===== config.mk =====
export PLATFORM = sky130hd
export DESIGN_NAME = matmul_apb_arb_flat
export DESIGN_NICKNAME = d
export VERILOG_FILES = /design/src/rtl/matmul_pkg.sv /design/src/rtl/matmul_apb_arb_if.sv /design/src/rtl/matmul_rr_pick.sv /design/src/rtl/matmul_apb_arb.sv /design/src/flat_wrapper.sv
export SDC_FILE = /design/constraint.sdc
export NUM_CORES = 1
export LEC_CHECK = 0
export BUFFER_PORTS_ARGS = -buffer_cell sky130_fd_sc_hd__buf_2
export CAP_MARGIN = 20
export CORE_ASPECT_RATIO = 1.5
export CORE_UTILIZATION = 35
export DETAILED_ROUTE_END_ITERATION = 12
export HOLD_SLACK_MARGIN = 0.15
export PLACE_DENSITY = 0.76
export SYNTH_ARGS = -nofsm -noshare
export SYNTH_HDL_FRONTEND = slang
export SYNTH_SLANG_ARGS = --single-unit

===== constraint.sdc =====
create_clock -name clk_i -period 1.4 [get_ports clk_i]
set_clock_uncertainty 0.1 [all_clocks]
set_input_delay 0.28 -clock clk_i [delete_from_list [all_inputs] [get_ports clk_i]]
set_output_delay 0.28 -clock clk_i [all_outputs]
set_load 0.05 [all_outputs]

===== src/rtl/matmul_pkg.sv =====
// Shared types and sizes for the matmul accelerator and its APB arbiter.
// TIMEOUT_CYCLES only matters when MATMUL_ARB_TIMEOUT_EN is defined.
package matmul_pkg;

    localparam int BUS_WIDTH      = 32;
    localparam int ADDR_WIDTH     = 12;
    localparam int MAX_DIM        = 4;
    localparam int TIMEOUT_CYCLES = 16;
    localparam int TMO_W          = $clog2(TIMEOUT_CYCLES + 1);

    typedef enum logic [1:0] {
        ARB_IDLE   = 2'd0,
        ARB_SETUP  = 2'd1,
        ARB_ACCESS = 2'd2
    } arb_state_e;

    typedef struct packed {
        logic                  wr;
        logic [ADDR_WIDTH-1:0] addr;
        logic [BUS_WIDTH-1:0]  wdata;
        logic [MAX_DIM-1:0]    strb;
    } arb_req_t;

    // Reads never carry strobes onto the bus.
    function automatic logic [MAX_DIM-1:0] bus_strb(input logic wr, input logic [MAX_DIM-1:0] strb);
        return wr ? strb : '0;
    endfunction

endpackage


===== src/rtl/matmul_apb_arb_if.sv =====
// Requester-side and APB-side signals of the two-requester arbiter.
// master = the arbiter, slave = requesters plus APB slave around it.
interface matmul_apb_arb_if;
    import matmul_pkg::*;

    logic [1:0]                 req_i;
    logic [1:0]                 wr_i;
    logic [1:0][ADDR_WIDTH-1:0] addr_i;
    logic [1:0][BUS_WIDTH-1:0]  wdata_i;
    logic [1:0][MAX_DIM-1:0]    strb_i;
    logic [1:0]                 lock_i;
    logic [1:0]                 gnt_o;
    logic [1:0]                 done_o;
    logic [BUS_WIDTH-1:0]       rdata_o;
    logic                       err_o;

    logic                       psel_o;
    logic                       penable_o;
    logic                       pwrite_o;
    logic [MAX_DIM-1:0]         pstrb_o;
    logic [BUS_WIDTH-1:0]       pwdata_o;
    logic [ADDR_WIDTH-1:0]      paddr_o;
    logic                       pready_i;
    logic                       pslverr_i;
    logic [BUS_WIDTH-1:0]       prdata_i;

    modport master (
        input  req_i, wr_i, addr_i, wdata_i, strb_i, lock_i,
        input  pready_i, pslverr_i, prdata_i,
        output gnt_o, done_o, rdata_o, err_o,
        output psel_o, penable_o, pwrite_o, pstrb_o, pwdata_o, paddr_o
    );

    modport slave (
        output req_i, wr_i, addr_i, wdata_i, strb_i, lock_i,
        output pready_i, pslverr_i, prdata_i,
        input  gnt_o, done_o, rdata_o, err_o,
        input  psel_o, penable_o, pwrite_o, pstrb_o, pwdata_o, paddr_o
    );

endinterface


===== src/rtl/matmul_rr_pick.sv =====
// Two-way round-robin pick: the favoured requester wins when eligible,
// otherwise the other one; a locked winner keeps the priority.
module matmul_rr_pick (
    input  logic [1:0] elig_i,
    input  logic       prio_i,
    input  logic [1:0] lock_i,
    output logic       valid_o,
    output logic       pick_o,
    output logic       prio_nxt_o
);

    always_comb begin
        valid_o    = |elig_i;
        pick_o     = elig_i[prio_i] ? prio_i : ~prio_i;
        prio_nxt_o = lock_i[pick_o] ? pick_o : ~pick_o;
    end

endmodule


===== src/rtl/matmul_apb_arb.sv =====
// Shares the matmul APB slave port between two requesters, one transfer at a time.
// Define MATMUL_ARB_TIMEOUT_EN to bound the ACCESS phase to TIMEOUT_CYCLES cycles.
module matmul_apb_arb
    import matmul_pkg::*;
(
    input  logic             clk_i,
    input  logic             rst_i,
    matmul_apb_arb_if.master bus
);

    arb_state_e           state_q, state_d;
    logic                 prio_q, prio_d;
    logic [1:0]           gnt_q, gnt_d;
    logic [1:0]           done_q, done_d;
    logic [BUS_WIDTH-1:0] rdata_q, rdata_d;
    logic                 err_q, err_d;
    arb_req_t             apb_q, apb_d;

    logic [1:0]           elig;
    logic                 pick_valid;
    logic                 pick;
    logic                 prio_nxt;
    logic                 xfer_end;

`ifdef MATMUL_ARB_TIMEOUT_EN
    logic [TMO_W-1:0]     tmo_q, tmo_d;
`endif

    // A requester whose done pulse is out this cycle is still dropping req.
    assign elig = bus.req_i & ~done_q;

    matmul_rr_pick u_pick (
        .elig_i     (elig),
        .prio_i     (prio_q),
        .lock_i     (bus.lock_i),
        .valid_o    (pick_valid),
        .pick_o     (pick),
        .prio_nxt_o (prio_nxt)
    );

    always_comb begin
        state_d  = state_q;
        prio_d   = prio_q;
        gnt_d    = gnt_q;
        done_d   = '0;
        rdata_d  = rdata_q;
        err_d    = err_q;
        apb_d    = apb_q;
        xfer_end = 1'b0;
`ifdef MATMUL_ARB_TIMEOUT_EN
        tmo_d    = tmo_q;
`endif

        unique case (state_q)
            ARB_IDLE: begin
                if (pick_valid) begin
                    apb_d.wr    = bus.wr_i[pick];
                    apb_d.addr  = bus.addr_i[pick];
                    apb_d.wdata = bus.wdata_i[pick];
                    apb_d.strb  = bus_strb(bus.wr_i[pick], bus.strb_i[pick]);
                    gnt_d       = pick ? 2'b10 : 2'b01;
                    prio_d      = prio_nxt;
                    state_d     = ARB_SETUP;
                end
            end

            ARB_SETUP: begin
                state_d = ARB_ACCESS;
`ifdef MATMUL_ARB_TIMEOUT_EN
                tmo_d   = TMO_W'(TIMEOUT_CYCLES - 1);
`endif
            end

            ARB_ACCESS: begin
                if (bus.pready_i) begin
                    rdata_d  = apb_q.wr ? '0 : bus.prdata_i;
                    err_d    = bus.pslverr_i;
                    xfer_end = 1'b1;
                end
`ifdef MATMUL_ARB_TIMEOUT_EN
                // Last allowed ACCESS cycle without pready: fail the transfer.
                else if (tmo_q == '0) begin
                    rdata_d  = '0;
                    err_d    = 1'b1;
                    xfer_end = 1'b1;
                end else begin
                    tmo_d = tmo_q - TMO_W'(1);
                end
`endif
                if (xfer_end) begin
                    done_d  = gnt_q;
                    gnt_d   = '0;
                    state_d = ARB_IDLE;
                end
            end

            default: state_d = ARB_IDLE;
        endcase
    end

    always_ff @(posedge clk_i) begin
        if (rst_i) begin
            state_q <= ARB_IDLE;
            prio_q  <= 1'b0;
            gnt_q   <= '0;
            done_q  <= '0;
            rdata_q <= '0;
            err_q   <= 1'b0;
            apb_q   <= '0;
`ifdef MATMUL_ARB_TIMEOUT_EN
            tmo_q   <= '0;
`endif
        end else begin
            state_q <= state_d;
            prio_q  <= prio_d;
            gnt_q   <= gnt_d;
            done_q  <= done_d;
            rdata_q <= rdata_d;
            err_q   <= err_d;
            apb_q   <= apb_d;
`ifdef MATMUL_ARB_TIMEOUT_EN
            tmo_q   <= tmo_d;
`endif
        end
    end

    assign bus.gnt_o     = gnt_q;
    assign bus.done_o    = done_q;
    assign bus.rdata_o   = rdata_q;
    assign bus.err_o     = err_q;
    assign bus.psel_o    = (state_q != ARB_IDLE);
    assign bus.penable_o = (state_q == ARB_ACCESS);
    assign bus.pwrite_o  = apb_q.wr;
    assign bus.paddr_o   = apb_q.addr;
    assign bus.pwdata_o  = apb_q.wdata;
    assign bus.pstrb_o   = apb_q.strb;

endmodule


===== src/flat_wrapper.sv =====
// flat-port wrapper written by rule: the top's interface ports become plain ports
module matmul_apb_arb_flat import matmul_pkg::*;
  (clk_i, rst_i, bus_req_i, bus_wr_i, bus_addr_i, bus_wdata_i, bus_strb_i, bus_lock_i, bus_pready_i, bus_pslverr_i, bus_prdata_i, bus_gnt_o, bus_done_o, bus_rdata_o, bus_err_o, bus_psel_o, bus_penable_o, bus_pwrite_o, bus_pstrb_o, bus_pwdata_o, bus_paddr_o);
  matmul_apb_arb_if bus_i ();
  input  logic clk_i;
  input  logic rst_i;
  input wire logic [$bits(bus_i.req_i)-1:0] bus_req_i;
  input wire logic [$bits(bus_i.wr_i)-1:0] bus_wr_i;
  input wire logic [$bits(bus_i.addr_i)-1:0] bus_addr_i;
  input wire logic [$bits(bus_i.wdata_i)-1:0] bus_wdata_i;
  input wire logic [$bits(bus_i.strb_i)-1:0] bus_strb_i;
  input wire logic [$bits(bus_i.lock_i)-1:0] bus_lock_i;
  input wire logic [$bits(bus_i.pready_i)-1:0] bus_pready_i;
  input wire logic [$bits(bus_i.pslverr_i)-1:0] bus_pslverr_i;
  input wire logic [$bits(bus_i.prdata_i)-1:0] bus_prdata_i;
  output wire logic [$bits(bus_i.gnt_o)-1:0] bus_gnt_o;
  output wire logic [$bits(bus_i.done_o)-1:0] bus_done_o;
  output wire logic [$bits(bus_i.rdata_o)-1:0] bus_rdata_o;
  output wire logic [$bits(bus_i.err_o)-1:0] bus_err_o;
  output wire logic [$bits(bus_i.psel_o)-1:0] bus_psel_o;
  output wire logic [$bits(bus_i.penable_o)-1:0] bus_penable_o;
  output wire logic [$bits(bus_i.pwrite_o)-1:0] bus_pwrite_o;
  output wire logic [$bits(bus_i.pstrb_o)-1:0] bus_pstrb_o;
  output wire logic [$bits(bus_i.pwdata_o)-1:0] bus_pwdata_o;
  output wire logic [$bits(bus_i.paddr_o)-1:0] bus_paddr_o;
  assign bus_i.req_i = bus_req_i;
  assign bus_i.wr_i = bus_wr_i;
  assign bus_i.addr_i = bus_addr_i;
  assign bus_i.wdata_i = bus_wdata_i;
  assign bus_i.strb_i = bus_strb_i;
  assign bus_i.lock_i = bus_lock_i;
  assign bus_i.pready_i = bus_pready_i;
  assign bus_i.pslverr_i = bus_pslverr_i;
  assign bus_i.prdata_i = bus_prdata_i;
  assign bus_gnt_o = bus_i.gnt_o;
  assign bus_done_o = bus_i.done_o;
  assign bus_rdata_o = bus_i.rdata_o;
  assign bus_err_o = bus_i.err_o;
  assign bus_psel_o = bus_i.psel_o;
  assign bus_penable_o = bus_i.penable_o;
  assign bus_pwrite_o = bus_i.pwrite_o;
  assign bus_pstrb_o = bus_i.pstrb_o;
  assign bus_pwdata_o = bus_i.pwdata_o;
  assign bus_paddr_o = bus_i.paddr_o;
  matmul_apb_arb u_core (.clk_i(clk_i), .rst_i(rst_i), .bus(bus_i));
endmodule

== Word level (Yosys, flattened, before mapping) ==
Cells that the tools add are included.

* Flip-flop bits (word level): 89
* Input port bits: 138
* Word-level logic and storage cells: 55

* Magnitude comparators: 2
* Equal/unequal tests: 4
* Muxes and demuxes: 24
* Bitwise logic cells: 6
* Reductions and logical operators: 9

{| class="wikitable"
|+ Operators by type and width
! kind !! count
|-
| two-way mux 32 bit || 3
|-
| two-way mux 12 bit || 2
|-
| two-way mux 4 bit || 3
|-
| two-way mux 1 bit || 10
|-
| two-way mux 2 bit || 4
|-
| one-hot mux 2 bit (3 select lines) || 1
|-
| AND reduction 2 bit || 3
|-
| < comparator 1 x 2 -> 1 bit, second input constant || 2
|-
| != test 2 x 1 -> 1 bit, second input constant || 2
|-
| inverter 1 bit || 4
|-
| one-hot mux 2 bit (2 select lines) || 1
|-
| nonzero test 2 bit || 2
|-
| AND reduction 3 bit || 1
|-
| OR reduction 3 bit || 1
|-
| bitwise AND 2 bit || 1
|-
| == test 2 x 1 -> 1 bit, second input constant || 1
|-
| == test 2 bit, second input constant || 1
|-
| logical NOT 2 bit || 1
|-
| inverter 2 bit || 1
|-
| OR reduction 2 bit || 1
|}

== Depth between registers and ports, before layout ==
Gate-level depths: netlist of run 1.

* Depth in word-level cells: 8
* Gate-level depth with buffers: 6

== Cells and area by module ==
Synthesis of run 1 repeated with hierarchy kept, for this count alone.

* Cell total of the unflattened synthesis: 333
* Area, all modules: 3,671.0 µm²

{| class="wikitable"
|+ By module, submodules not included
! module !! instances !! cells each !! area an instance (µm²) !! seq. area each (µm²)
|-
| matmul_apb_arb || 1 || 328 || 3,633.5 || 1,781.7
|-
| matmul_rr_pick || 1 || 5 || 37.5 || 0.0
|}

== Worst setup path before layout of run 1 ==
Ideal clock, no wire load.

* Kind: register to register
* From: register u_core.state_q[1]
* To: register u_core.rdata_q[10], in the netlist u_core.bus.rdata_o[10]
* Library setup time: 0.060 ns
* Data arrival time: 1.670 ns
* Data required time: 1.240 ns
* Path slack: -0.431 ns
* Stages on the path, launching flop included: 6
* Path buffers: 1
* Period minus slack after synthesis: 1.831 ns
* Path through: dfxtp_1 -> nor2b_2 -> nand2_1 -> nor3_2 -> buf_4 -> a22o_1

* Cells in the longest elaborated chain, start to end: 2

{| class="wikitable"
|+ RTL lines
! element !! line !! source
|-
| start, declared || matmul_apb_arb.sv:11 || <nowiki>arb_state_e state_q, state_d;</nowiki>
|-
| start signal, assigned || matmul_apb_arb.sv:114 || <nowiki>state_q <= state_d;</nowiki>
|-
| == test 2 bit || - ||
|-
| via bus_penable_o || flat_wrapper.sv:21 || <nowiki>output wire logic [$bits(bus_i.penable_o)-1:0] bus_penable_o;</nowiki>
|-
| AND reduction 2 bit (no line) || - ||
|-
| end signal, assigned || matmul_apb_arb.sv:118 || <nowiki>rdata_q <= rdata_d;</nowiki>
|-
| end, declared || matmul_apb_arb.sv:15 || <nowiki>logic [BUS_WIDTH-1:0] rdata_q, rdata_d;</nowiki>
|}

The timed path passes the listed nets, and every way through them passes these cells.
A chain may end at the register's enable or synchronous reset.

== Worst setup path in the final report of run 1 ==
* From: register u_core.state_q[0]
* To: register u_core.apb_q (netlist bit u_core.bus.paddr_o[10])

* Cells in the longest elaborated chain, start to end: 2

{| class="wikitable"
|+ RTL lines
! element !! line !! source
|-
| logical NOT 2 bit || matmul_apb_arb.sv:54 || <nowiki>unique case (state_q)</nowiki>
|-
| AND reduction 2 bit (no line) || - ||
|-
| end signal, assigned || matmul_apb_arb.sv:120 || <nowiki>apb_q <= apb_d;</nowiki>
|-
| end, declared || matmul_apb_arb.sv:17 || <nowiki>arb_req_t apb_q, apb_d;</nowiki>
|}

No other way between the ends.

==> results.tsv, run 1 <==
stage	metric	value	unit
floorplanning	start_util	0.359	
timing	max_freq	635	MHz
cts	clk_latency	330	ps
timing	finalWorstSetupSlack	-176	ps
pwr	seq_power_share	0.327	
grt	grt_max_degree	39	
timing	post-route-period-util	1.13	
layout	final_cell_mix	buf_2 (215), dlygate4sd3_1 (130), nand2_1 (83), dfxtp_1 (83), a311oi_2 (35)	
synth	synth-seq-cells	89	
setup_path	arrival	1720	ps
setup_path	worstPathMaxFanout	9	
grt	grt-ovfl-total	0	
synth	ys_warn_count	0	
detailed_routing	first_pass_iters	4	
detailed_routing	postRouteAntennaNets	0	
layout	antenna_cells	0	
placement	portBuffers	225	
cts	cts_sinks	89	
grt	grt_pass1_vias	5093	
setup_path	path_cells	or2_4 > a21oi_4 > buf_12 > clkbuf_16 > nor2_1 > a311oi_1	
synth	synth_nets	518	
setup_path	critPathBufInv	2	
floorplanning	die_height	127	um
pwr	switching_share	0.347	
layout	drive_gt1_frac	0.500	
detailed_routing	routed_via_density	5.41	
detailed_routing	drcViolationCount	0	
timing	finalHoldViolCount	0	
timing	period_minus_slack	1580	ps
pwr	clockPowerShare	0.292	
layout	final_common_cell	buf_2	
timing	finalSetupViolations	81	
timing	worst_pin_slew	437	ps
placement	placed_area	5050	um2
timing	hold_slack	174	ps
pwr	p_sw	3.10	mW
placement	place_worst_setup_slack	-253	ps
outcome	violations	setup timing	
synth	ys_types	25	
setup_path	cp-startpoint	u_core.state_q[0]$_SDFFE_PP0P_	
setup_path	rrSetupSlack	-180	ps
detailed_routing	routed_wl	18000	um
setup_path	startpoint_type	register	
setup_path	path_delay_family	compound AO/OA/AOI/OAI gates	
synth	synth_top_area_cell	dfxtp_1	
pwr	power_density	1190	nW/um2
synth	yosys.area.top_type_share	0.490	
setup_path	cp.required	1540	ps
layout	fill_cells	642	
layout	final_nets	913	
setup_path	max_stage_delay	320	ps
timing	drv_slew	0	
cts	cts_max_path_buffers	2	
pwr	power	8.94	mW
floorplanning	rows	45	
placement	dp_hpwl	7670	um
detailed_routing	drtIter0Drc	284	
cts	root_buffer	clkbuf_16	
outcome	status	complete, but fails checks	
grt	grt_usage	0.285	
cts	path_clk_slew	70	ps
pwr	ir_drop	0.000726	V
synth	syn-mean-instance-area	9.56	um2
synth	yosysSeqAreaShare	0.490	
floorplanning	die_w	85.2	um
setup_path	r2r_start	u_core.state_q[0]$_SDFFE_PP0P_	
timing	rsz0062_at_grt	true	
detailed_routing	num_vias	4851	
setup_path	crit_type	reg -> reg	
setup_path	crit_path_end_kind	register	
synth	synth_area_leaders	dfxtp_1 (49%), a311oi_2 (12%), nand2_1 (9.7%)	
pwr	cellLeakagePower	3.53	nW
synth	synth.cell_area	3630	um2
setup_path	crit_path_top_delay_cell	dfxtp_2	
layout	postLayoutCellArea	7530	um2
timing	fin_tns_setup	-9750	ps
run	maxCapViolCount	0	
detailed_routing	wl_per_cell	20.0	um
floorplanning	die-area	10800	um2
timing	relSlewSlack	0.708	
pwr	p_comb_frac	0.380	
layout	final_core_util	0.743	
pwr	intPower	5.83	mW
grt	antenna_found_initial	0	
cts	cts_tree	done	
floorplanning	io_pins	226	
placement	dp.cells	713	
layout	finalNonFillerCells	897	
floorplanning	core_area	10100	um2
layout	area_delta_synth_final	107	%
min_path	hold_start	bus_wdata_i[25]	
cts	htreeDepth	3	
min_path	hold_path_class	in -> reg	
placement	place_congestion	0.761	
synth	synthCells	380	
grt	grt_pass1_wl	23900	um
cts	cts_buffers	9	
-- cell families (layout without fill, tap and decap cells) --
family / count (synthesis) / in the layout / synth area share
compound gates: 88 / 88 / 0.262
buf+inv: 34 / 434 / 0.0513
flops: 89 / 89 / 0.490
mux: 2 / 2 / 0.00551
simple gates: 167 / 167 / 0.190
-- what timing repair did --
action / 4_1_cts / 5_1_grt
hold buffers: 130 / 0
resized for setup: 34 / 61
pin swaps: 7 / 40
cloned: 6 / 11
endpoints found under the hold margin: 82 / 0
endpoints found under the setup margin: 89 / 88
setup buffers: 9 / 13
-- tightest hold or removal path: stages --
cell,delay [ps]
buf_2,100
nand2_1,80
a311oi_2,100
-- Yosys cell counts (all sizes together) --
cell	number
buf	22
nand2	94
clkbuf	12
nand3b	2
a311oi	50
nand2b	3
a21oi	5
a22o	32
or2	1
nand3	8
nor2	53
dfxtp	89
a21o	1
nor3b	3
nor2b	2
mux2i	2
nor3	1
-- worst paths after layout --
kind | end | depth (start not counted)
hold / removal | u_core.bus.pwdata_o[25]$_SDFFE_PP0P_ | 3
setup reg to reg | u_core.bus.paddr_o[10]$_SDFFE_PP0P_ | 6
hold reg to reg | u_core.bus.rdata_o[4]$_SDFFE_PP0P_ | 1
setup / recovery | u_core.bus.paddr_o[10]$_SDFFE_PP0P_ | 6
-- metal layers --
metal  wire [um]  global-route usage
met5           0                   0
met4         943               0.196
met3        1400              0.0651
met2        9350               0.523
met1        6270               0.278
-- sequential cells by signal, summed over array words and instances, names as in the netlist --
| register | flops |
|---|---|
| u_core.bus.pwdata_o | 32 |
| u_core.bus.rdata_o | 32 |
| u_core.bus.paddr_o | 12 |
| u_core.bus.pstrb_o | 4 |
| u_core.bus.done_o | 2 |
| u_core.bus.gnt_o | 2 |
| u_core.state_q | 2 |
| u_core.bus.err_o | 1 |
| u_core.bus.pwrite_o | 1 |
| u_core.prio_q | 1 |
-- final cells by class --
class / instances / area, um2 / area share
multi-input combinational: 257 / 1870 / 0.248
sequential: 89 / 1790 / 0.238
clock inverter: 5 / 78.8 / 0.0105
clock buffer: 11 / 243 / 0.0322
timing repair buffer: 418 / 3400 / 0.451
tap: 117 / 146 / 0.0194
-- power by group through the flow --
stage                     sequential (mW)  clock [mW]  combinational [mW]
after floorplan                      3.69           0               0.902
after global placement               2.93           0                2.28
after detailed placement             2.93           0                2.32
after global routing                 2.94        2.74                3.54
final                                2.93        2.61                3.40
after CTS                            2.89        2.64                2.91
Note: power is estimated with default switching activity, not from simulation.
==> inputs of run 2 (changes only) <==
--- a/config.mk
+++ b/config.mk
@@ -6,12 +6,12 @@
 export NUM_CORES = 1
 export LEC_CHECK = 0
 export BUFFER_PORTS_ARGS = -buffer_cell sky130_fd_sc_hd__buf_2
-export CAP_MARGIN = 20
+export CAP_MARGIN = 30
 export CORE_ASPECT_RATIO = 1.5
 export CORE_UTILIZATION = 35
 export DETAILED_ROUTE_END_ITERATION = 12
 export HOLD_SLACK_MARGIN = 0.15
-export PLACE_DENSITY = 0.76
+export PLACE_DENSITY = 0.74
 export SYNTH_ARGS = -nofsm -noshare
 export SYNTH_HDL_FRONTEND = slang
 export SYNTH_SLANG_ARGS = --single-unit
==> constraint.sdc (replaced) <==
create_clock -name clk_i -period 1.54 [get_ports clk_i]
set_clock_uncertainty 0.1 [all_clocks]
set_input_delay 0.308 -clock clk_i [delete_from_list [all_inputs] [get_ports clk_i]]
set_output_delay 0.308 -clock clk_i [all_outputs]
set_load 0.05 [all_outputs]
==> results.tsv, run 2 (synthesized netlist as in run 1, its figures left out) <==
stage	metric	value	unit
layout	postLayoutCellArea	6660	um2
layout	final_nets	838	
pwr	power_density	1110	nW/um2
cts	htreeDepth	3	
layout	final_common_cell	buf_2	
floorplanning	rows	45	
grt	grt_use_met3	0.0547	
detailed_routing	drcViolationCount	0	
cts	path_clk_slew	70	ps
layout	fill_cells	754	
floorplanning	die_w	85.2	um
placement	place_congestion	0.728	
pwr	switching_share	0.360	
setup_path	cp.required	1690	ps
outcome	status	complete, but fails checks	
timing	drv_slew	0	
floorplanning	die-area	10800	um2
detailed_routing	first_pass_iters	5	
outcome	violations	setup timing	
detailed_routing	routed_wl	14700	um
pwr	intPower	4.75	mW
placement	portBuffers	225	
detailed_routing	routed_via_density	5.30	
pwr	ir_drop	0.000519	V
layout	antenna_cells	0	
pwr	cellLeakagePower	3.13	nW
pwr	clockPowerShare	0.282	
cts	cts_tree	done	
cts	cts_sinks	89	
timing	rsz0062_at_grt	true	
timing	hold_slack	159	ps
timing	max_freq	632	MHz
setup_path	arrival	1730	ps
setup_path	r2r_start	u_core.state_q[1]$_SDFFE_PP0P_	
timing	finalSetupViolations	27	
setup_path	crit_type	reg -> reg	
layout	drive_gt1_frac	0.482	
setup_path	startpoint_type	register	
setup_path	cp-startpoint	u_core.state_q[1]$_SDFFE_PP0P_	
floorplanning	start_util	0.359	
timing	period_minus_slack	1580	ps
floorplanning	die_height	127	um
pwr	p_sw	2.67	mW
cts	clk_latency	340	ps
detailed_routing	drtIter0Drc	223	
floorplanning	core_area	10100	um2
timing	finalHoldViolCount	0	
cts	cts_buffers	9	
pwr	power	7.42	mW
grt	grt_max_degree	40	
detailed_routing	num_vias	4355	
detailed_routing	wl_per_cell	17.9	um
grt	grt_pass1_wl	20200	um
grt	grt-ovfl-total	0	
cts	root_buffer	clkbuf_16	
detailed_routing	postRouteAntennaNets	0	
layout	multi_input_area	1840	um2
min_path	hold_path_class	in -> reg	
pwr	seq_power_share	0.357	
grt	grt_usage	0.237	
placement	placed_area	4990	um2
min_path	hold_start	bus_wdata_i[14]	
placement	dp_hpwl	7480	um
layout	regArea	1790	um2
layout	final_cell_mix	buf_2 (222), nand2_1 (90), dfxtp_1 (86)	
timing	post-route-period-util	1.03	
grt	use_met1	0.240	
timing	worst_pin_slew	293	ps
timing	relSlewSlack	0.805	
grt	grt_pass1_vias	4241	
grt	gr-usage-met2	0.435	
pwr	p_comb_frac	0.361	
layout	area_delta_synth_final	83.2	%
cts	cts_max_path_buffers	2	
grt	busiest_layer	met2	
floorplanning	io_pins	226	
grt	antenna_found_initial	0	
timing	finalWorstSetupSlack	-41.2	ps
run	maxCapViolCount	0	
timing	fin_tns_setup	-306	ps
setup_path	worstPathMaxFanout	6	
setup_path	crit_path_end_kind	register	
run 2: layout make-up:
class	instances	area share
clock inverter	4	0.00413
clock buffer	12	0.0385
sequential	89	0.269
multi-input combinational	257	0.276
timing repair buffer	343	0.391
tap	117	0.0220
run 2: through the flow:
step / utilization / cells / setup WS, ps
finish: 0.657 / 822 / -41.2
global route: 0.657 / 822 / -95.1
CTS: 0.615 / 807 / -26.0
detailed placement: 0.492 / 704 / -78.4
global placement: 0.492 / 704 / -50.5
floorplan: - / 380 / -15.2
run 2: worst paths after layout:
kind              cells past startpoint  slack (ps)                                   end
setup / recovery                      6         -40  u_core.bus.pwdata_o[15]$_SDFFE_PP0P_
hold / removal                        3         160  u_core.bus.pwdata_o[14]$_SDFFE_PP0P_
setup reg to reg                      6         -40  u_core.bus.pwdata_o[15]$_SDFFE_PP0P_
hold reg to reg                       1         370       u_core.bus.done_o[1]$_SDFF_PP0_
run 2: power groups by stage:
stage / logic (mW) / registers [mW] / clock network [mW]
after floorplan: 0.771 / 3.36 / 0
after global placement: 2.03 / 2.67 / 0
after detailed placement: 2.07 / 2.67 / 0
after CTS: 2.37 / 2.63 / 2.13
after global routing: 2.81 / 2.67 / 2.24
final: 2.68 / 2.65 / 2.10
run 2: worst max-delay path, cell delays in order (launching register included):
cell	delay, ps
dfxtp_2	320
or2_4	260
a21oi_4	160
buf_12	180
clkbuf_16	180
nor2_1	50
a311oi_2	240
run 2: repair_timing:
| action | in CTS | in global routing |
|---|---|---|
| gates resized for setup | 9 | 38 |
| endpoints found under the hold margin | 66 | 0 |
| hold buffers | 82 | 0 |
| setup buffers | 2 | 5 |
| pin swaps | 4 | 14 |
| gates cloned | 3 | 10 |
| setup endpoints to repair | 35 | 84 |
run 2: metal layers:
metal  routed length [um]  part of all wire
met5                    0                 0
met4                  722             0.049
met3                 1030             0.070
met2                 7630              0.52
met1                 5350              0.36
